[config.mk]
export PLATFORM = sky130hd
export DESIGN_NAME = fixed_to_fp_encoder
export DESIGN_NICKNAME = d
export VERILOG_FILES = /design/src/rtl/fp_pkg.sv /design/src/rtl/fp_round_pack.sv /design/src/rtl/fixed_to_fp_encoder.sv
export SDC_FILE = /design/constraint.sdc
export NUM_CORES = 1
export LEC_CHECK = 0
export BUFFER_PORTS_ARGS = -buffer_cell sky130_fd_sc_hd__buf_2
export CORE_MARGIN = 8
export CORE_UTILIZATION = 56
export CTS_CLUSTER_SIZE = 28
export DETAILED_ROUTE_END_ITERATION = 16
export PLACE_DENSITY = 0.8
export SLEW_MARGIN = 20
export SYNTH_ARGS = -nofsm -noshare
export SYNTH_HDL_FRONTEND = slang
export SYNTH_SLANG_ARGS = --single-unit
[constraint.sdc]
create_clock -name clk -period 2.6 [get_ports clk]
set_input_delay 0.13 -clock clk [delete_from_list [all_inputs] [get_ports clk]]
set_output_delay 0.13 -clock clk [all_outputs]
set_load 0.005 [all_outputs]
[src/rtl/fp_pkg.sv]
// Shared IEEE-754 single-precision constants and the fixed-to-float
// encoder state type. Also imported by the float-to-fixed decoder.
package fp_pkg;

   localparam int FP_BIAS  = 127;
   localparam int FP_EXP_W = 8;
   localparam int FP_MAN_W = 23;

   typedef enum logic [1:0] {
      IDLE = 2'd0,
      NORM = 2'd1,
      DONE = 2'd2
   } enc_state_t;

endpackage

[src/rtl/fp_round_pack.sv]
// Combinational pack stage. It takes a normalised magnitude (bit 31 set), a
// shift count and a sign, and builds the IEEE-754 single word.
// Build option: define FP_ENC_ROUND_NEAREST_EN for round-to-nearest-even.
// Without it the mantissa is truncated toward zero on magnitude.
module fp_round_pack
   import fp_pkg::*;
#(
   parameter int FRAC_BITS = 16
) (
   input  logic        sign,
   input  logic [4:0]  sc,
   input  logic [31:0] mag,
   output logic [31:0] fp
);

   // A shift count of zero means the leading one was already at bit 31.
   localparam int EXP_OFFSET = FP_BIAS + (31 - FRAC_BITS);

   logic [FP_EXP_W-1:0] exp_base;
   logic [FP_EXP_W-1:0] exp_fin;
   logic [FP_MAN_W-1:0] man_trunc;
   logic [FP_MAN_W-1:0] man_fin;

   assign exp_base  = FP_EXP_W'(EXP_OFFSET) - FP_EXP_W'(sc);
   assign man_trunc = mag[30:8];

`ifdef FP_ENC_ROUND_NEAREST_EN
   logic          guard;
   logic          sticky;
   logic          round_up;
   logic [FP_MAN_W:0] man_inc;
   logic          unused_bits;

   assign unused_bits = mag[31];

   // Round to nearest even; a mantissa carry-out bumps the exponent.
   always_comb begin
      guard    = mag[7];
      sticky   = |mag[6:0];
      round_up = guard & (sticky | man_trunc[0]);
      man_inc  = {1'b0, man_trunc} + (FP_MAN_W+1)'(round_up);
      man_fin  = man_inc[FP_MAN_W-1:0];
      exp_fin  = exp_base;
      if (man_inc[FP_MAN_W]) begin
         man_fin = '0;
         exp_fin = exp_base + FP_EXP_W'(1);
      end
   end
`else
   logic unused_bits;

   assign unused_bits = ^{mag[31], mag[7:0]};

   // Truncation: guard and sticky bits are simply dropped.
   always_comb begin
      man_fin = man_trunc;
      exp_fin = exp_base;
   end
`endif

   assign fp = {sign, exp_fin, man_fin};

endmodule

[src/rtl/fixed_to_fp_encoder.sv]
// Signed Q(31-FRAC_BITS).FRAC_BITS to IEEE-754 single converter.
// Normalises one bit per cycle, then packs through fp_round_pack.
// Build option: FP_ENC_ROUND_NEAREST_EN selects round-to-nearest-even
// (otherwise truncation); see fp_round_pack.
module fixed_to_fp_encoder
   import fp_pkg::*;
#(
   parameter int FRAC_BITS = 16
) (
   input  logic        clk,
   input  logic        rst_n,
   input  logic        in_valid,
   output logic        in_ready,
   input  logic [31:0] fixed_in,
   output logic        out_valid,
   input  logic        out_ready,
   output logic [31:0] fp_out
);

   enc_state_t  state;
   logic        sign;
   logic [31:0] mag;
   logic [4:0]  sc;
   logic [31:0] abs_in;
   logic [31:0] pack_word;

   // 0x80000000 negates to itself, which is the correct unsigned magnitude.
   assign abs_in = fixed_in[31] ? (~fixed_in + 32'd1) : fixed_in;

   assign in_ready  = (state == IDLE);
   assign out_valid = (state == DONE);

   fp_round_pack #(
      .FRAC_BITS(FRAC_BITS)
   ) u_round_pack (
      .sign(sign),
      .sc  (sc),
      .mag (mag),
      .fp  (pack_word)
   );

   // Conversion FSM: accept, shift until bit 31 is set, pack, hold until drained.
   always_ff @(posedge clk) begin
      if (!rst_n) begin
         state  <= IDLE;
         sign   <= 1'b0;
         mag    <= '0;
         sc     <= '0;
         fp_out <= '0;
      end else begin
         case (state)
            IDLE: begin
               if (in_valid) begin
                  sign <= fixed_in[31];
                  mag  <= abs_in;
                  sc   <= '0;
                  if (fixed_in == '0) begin
                     fp_out <= '0;
                     state  <= DONE;
                  end else begin
                     state <= NORM;
                  end
               end
            end
            NORM: begin
               if (!mag[31]) begin
                  mag <= mag << 1;
                  sc  <= sc + 5'd1;
               end else begin
                  fp_out <= pack_word;
                  state  <= DONE;
               end
            end
            DONE: begin
               if (out_ready) state <= IDLE;
            end
            default: state <= IDLE;
         endcase
      end
   end

endmodule

==> results by stage <==
Timing:
- The maximum clock frequency is roughly 0.47 GHz.
- The final period demand of the worst path is approximately 2.1 ns.
- The final setup TNS is 0 ns.
- Setup repair after global routing left no endpoint under its margin.
- The max-slew violation count is 0.
- The actual transition at the worst max-transition pin is approximately 0.6 ns.
- On the final layout, the worst clock skew is about 0.011 ns.
- The final critical-path share of the clock period is 0.815.
- The final setup violation count is 0.
- The count of final hold-check violations is 0.
- Measured against its own limit, the worst slew margin works out to 0.592.

Clocking:
- The post-cts hold buffer count is 0.
- Clock latency on the worst-skew pair, taken at its later pin, is around 0.35 ns.
- The clock tree from TritonCTS is yes.
- In this run the post-CTS setup repair buffer count came out at 0.
- The number of gates given a new drive strength after cts is 0.
- The root buffer cell chosen for the clock tree is sky130_fd_sc_hd__clkbuf_8.
- In this run the deepest clock path goes through 2 buffers.
- The CTS buffer count is 9.
- Counting every sink on the clock net gives 72.
- After clock tree synthesis, the clock-pin slew on the worst setup and hold paths is 0.08 ns.
- The H-tree depth reported by CTS is 3.

Worst setup path:
- The type of the worst setup path is reg2reg.
- The worst register-to-register path begins at state[1].
- At the worst endpoint, the required time is approximately 2.8 ns.
- The worst setup path startpoint is state[1].
- The worst register-to-register path has a setup slack of 0.48 ns.
- The type of origin of the critical path is a flop.
- In this run the critical register-to-register path is captured at mag[20].
- The data arrival time at the worst-slack endpoint is approximately 2.4 ns.
- Along the worst path, the maximum fanout reaches 17.
- The worst register-to-register path has a depth of 5.
- The sort of element at the end of the critical path is a flop.

Route:
- The first detailed-routing pass ran for 5 iterations.
- In the routed layout, each cell is associated on average with a via count of 6.35.
- The detailed router placed 3818 vias in this run.
- In the final routed layout, each cell accounts on average for roughly 18 µm.
- For this block, the initial DRC count from the detailed router was between 300 and 400.
- Wires add up to around 11000 µm.
- The count of antenna-violating nets left after detailed routing is 0.
- The remaining routing DRC violations is 0.

Final layout:
- The commonest non-fill, non-tap cell in the layout is sky130_fd_sc_hd__dfxtp_1.
- The fraction of layout cells with a size suffix above 1 is 0.253.
- The synthesis-to-layout area growth is 17.4%.
- The final-layout fill cell count is 560.
- The count of placed standard cells in the final layout, fillers left out is roughly 600.
- After routing the design area is between 0.004 and 0.005 mm².
- In the final design database the tool counted approximately 560 nets.
- The top cell types in the final layout, fill and taps aside, are 72 x sky130_fd_sc_hd__dfxtp_1, 69 x sky130_fd_sc_hd__buf_2, 45 x sky130_fd_sc_hd__o21ai_0, 36 x sky130_fd_sc_hd__nand2_1, 32 x sky130_fd_sc_hd__a21oi_1.
- The number of diodes added for antenna fixing is 0.

Power and ir drop:
- The peak ir drop on the vdd network is 0.273 mV.
- The static leakage power is ~1.8 nW.
- The design draws 2.63 mW.
- In this run the power density over the cells is ~600 mW/mm².

Floorplanning:
- In this run the count of I/O pins placed on the die edge is 70.
- The width of the die is 98.2 µm.
- The initial core utilization is 0.567.
- The number of rows created at floorplan is 30.
- The core region is between 0.006 and 0.007 mm².
- The floorplan step defined a die boundary enclosing a little under 0.01 mm².
- The die outline height is around 98 µm.

Global routing:
- The first global-routing pass estimated 18000 µm of wire.
- The initial antenna violation count is 0.
- The number of global-route vias before repair was approximately 3800.
- The aggregate global-route resource usage is 0.226.
- The total congestion overflow is 0.
- The largest net degree at the start of global routing is 35.

Logic synthesis:
- The number of nets handed over by synthesis was between 400 and 500.
- For this run, the register share of the synthesized area comes to 0.381.
- The number of unique standard cell types used by synthesis is 63.
- The netlist area before placement is approximately 0.0038 mm².
- During synthesis, Yosys emitted a total of 0 warnings.
- By area the synthesized netlist is led by sky130_fd_sc_hd__dfxtp_1 38%, sky130_fd_sc_hd__o21ai_0 5.9%, sky130_fd_sc_hd__a22o_1 4.4%.
- Synthesis produced 450 cells.
- The primary flip-flop cell chosen by synthesis mapping is sky130_fd_sc_hd__dfxtp_1.
- The leading area contributor after synthesis is sky130_fd_sc_hd__dfxtp_1.
- The count of flip-flops with a built-in enable after synthesis is 0.
- The synthesized area divided by synthesized cell count is around 8.4 µm².
- In this run, synthesis produced a sequential element count of 72.
- Of the post-synthesis cell area, the dominant cell type holds 0.381.
- The post-synthesis async set-or-reset flop share is 0.

Place:
- The post-placement cell count is ~590.
- In this run the cell area measured after placement is ~0.0042 mm².
- During placement, the flow inserted port buffers numbering 69.
- The congestion estimate from routability-driven global placement came to between 0.9 and 1.
- Once detailed placement completed, the half-perimeter wirelength came to slightly below 8000 µm.

Worst hold path:
- In this run the worst hold path is classified as in2reg.
- The startpoint identified for the worst hold timing path is fixed_in[0].
- For hold timing, the worst endpoint is mag[0].
- The worst hold path was traced through 3 stages.

Status:
- The flow ran to the end, and the final reports show no timing, DRC or antenna violations.

Flow run:
- Max-cap violations in this run came to 0.
report_power, final:
part,switching [mW],leakage (nW),internal (mW)
Clock,0.446,0.0989,0.472
Combinational,0.275,1.11,0.187
Sequential,0.0710,0.588,1.18
Total,0.791,1.80,1.84
worst max-delay path: stages (launching register included):
cell                      delay, ns
sky130_fd_sc_hd__dfxtp_1       0.72
sky130_fd_sc_hd__or3b_2        0.25
sky130_fd_sc_hd__nand2_1       0.15
sky130_fd_sc_hd__o21ai_0       0.33
sky130_fd_sc_hd__and4b_1       0.23
sky130_fd_sc_hd__or3_1         0.33
cell type report:
type                    count  area (µm²)  share of cell area
repair buffers             92         518               0.117
multi-input cells         333        2150               0.484
well taps                  80         100              0.0225
clock inverters             6        67.6              0.0152
inverters                   8        30.0             0.00675
flip-flops and latches     72        1440               0.324
clock buffers              10         138              0.0310
how the worst max path moves through the flow:
stage / endpoint / slack [ns] / cells after the start
detailed placement: fp_out[2] / 0.19 / 7
floorplan: mag[22] / 0.34 / 9
global placement: fp_out[25] / 0.23 / 7
CTS: mag[20] / 0.52 / 5
finish: mag[20] / 0.48 / 5
global route: mag[20] / 0.32 / 5
metal layers:
layer / vias to the layer above / routed length (µm) / track usage
met4: 0 / 215 / 0.122
met5: - / 0 / 0
li1: 1813 / - / -
met1: 1786 / 4800 / 0.288
met3: 18 / 948 / 0.0541
met2: 201 / 4930 / 0.346
registers in the layout, indices dropped and copies added (netlist names):
| name | cells |
|---|---|
| mag | 32 |
| fp_out | 32 |
| sign | 1 |
| sc | 5 |
| state | 2 |
cells in the mapped netlist, drive strengths merged (5+ instances only):
library cell,count
nand3,16
a22o,19
or3,8
a22oi,10
xor2,10
a31oi,5
clkbuf,28
nor2,31
nand2,36
inv,8
nor3,8
or4,8
o31ai,8
buf,9
nor4,7
o22ai,10
o21ai,55
dfxtp,72
xnor2,13
a21oi,32
per-stage QoR:
stage	setup slack (ns)	hold slack [ns]	util
after floorplan	0.345	0.291	-
after global placement	0.233	0.420	0.635
after detailed placement	0.193	0.438	0.635
after CTS	0.516	0.0804	0.665
after global routing	0.320	0.0911	0.665
final	0.482	0.0856	0.665
logic make-up (layout without fill, tap and decap cells):
logic type	after synthesis	in the layout	synth area share
AOI/OAI and AO/OA	165	165	0.292
and+or+nand+nor	137	137	0.197
DFF	72	72	0.381
buffers and inverters	45	116	0.0532
xor gates and xnor gates	23	23	0.0532
muxes	5	5	0.0139
adders and majority gates	3	3	0.00991
Note: power is estimated with default switching activity, not from simulation.
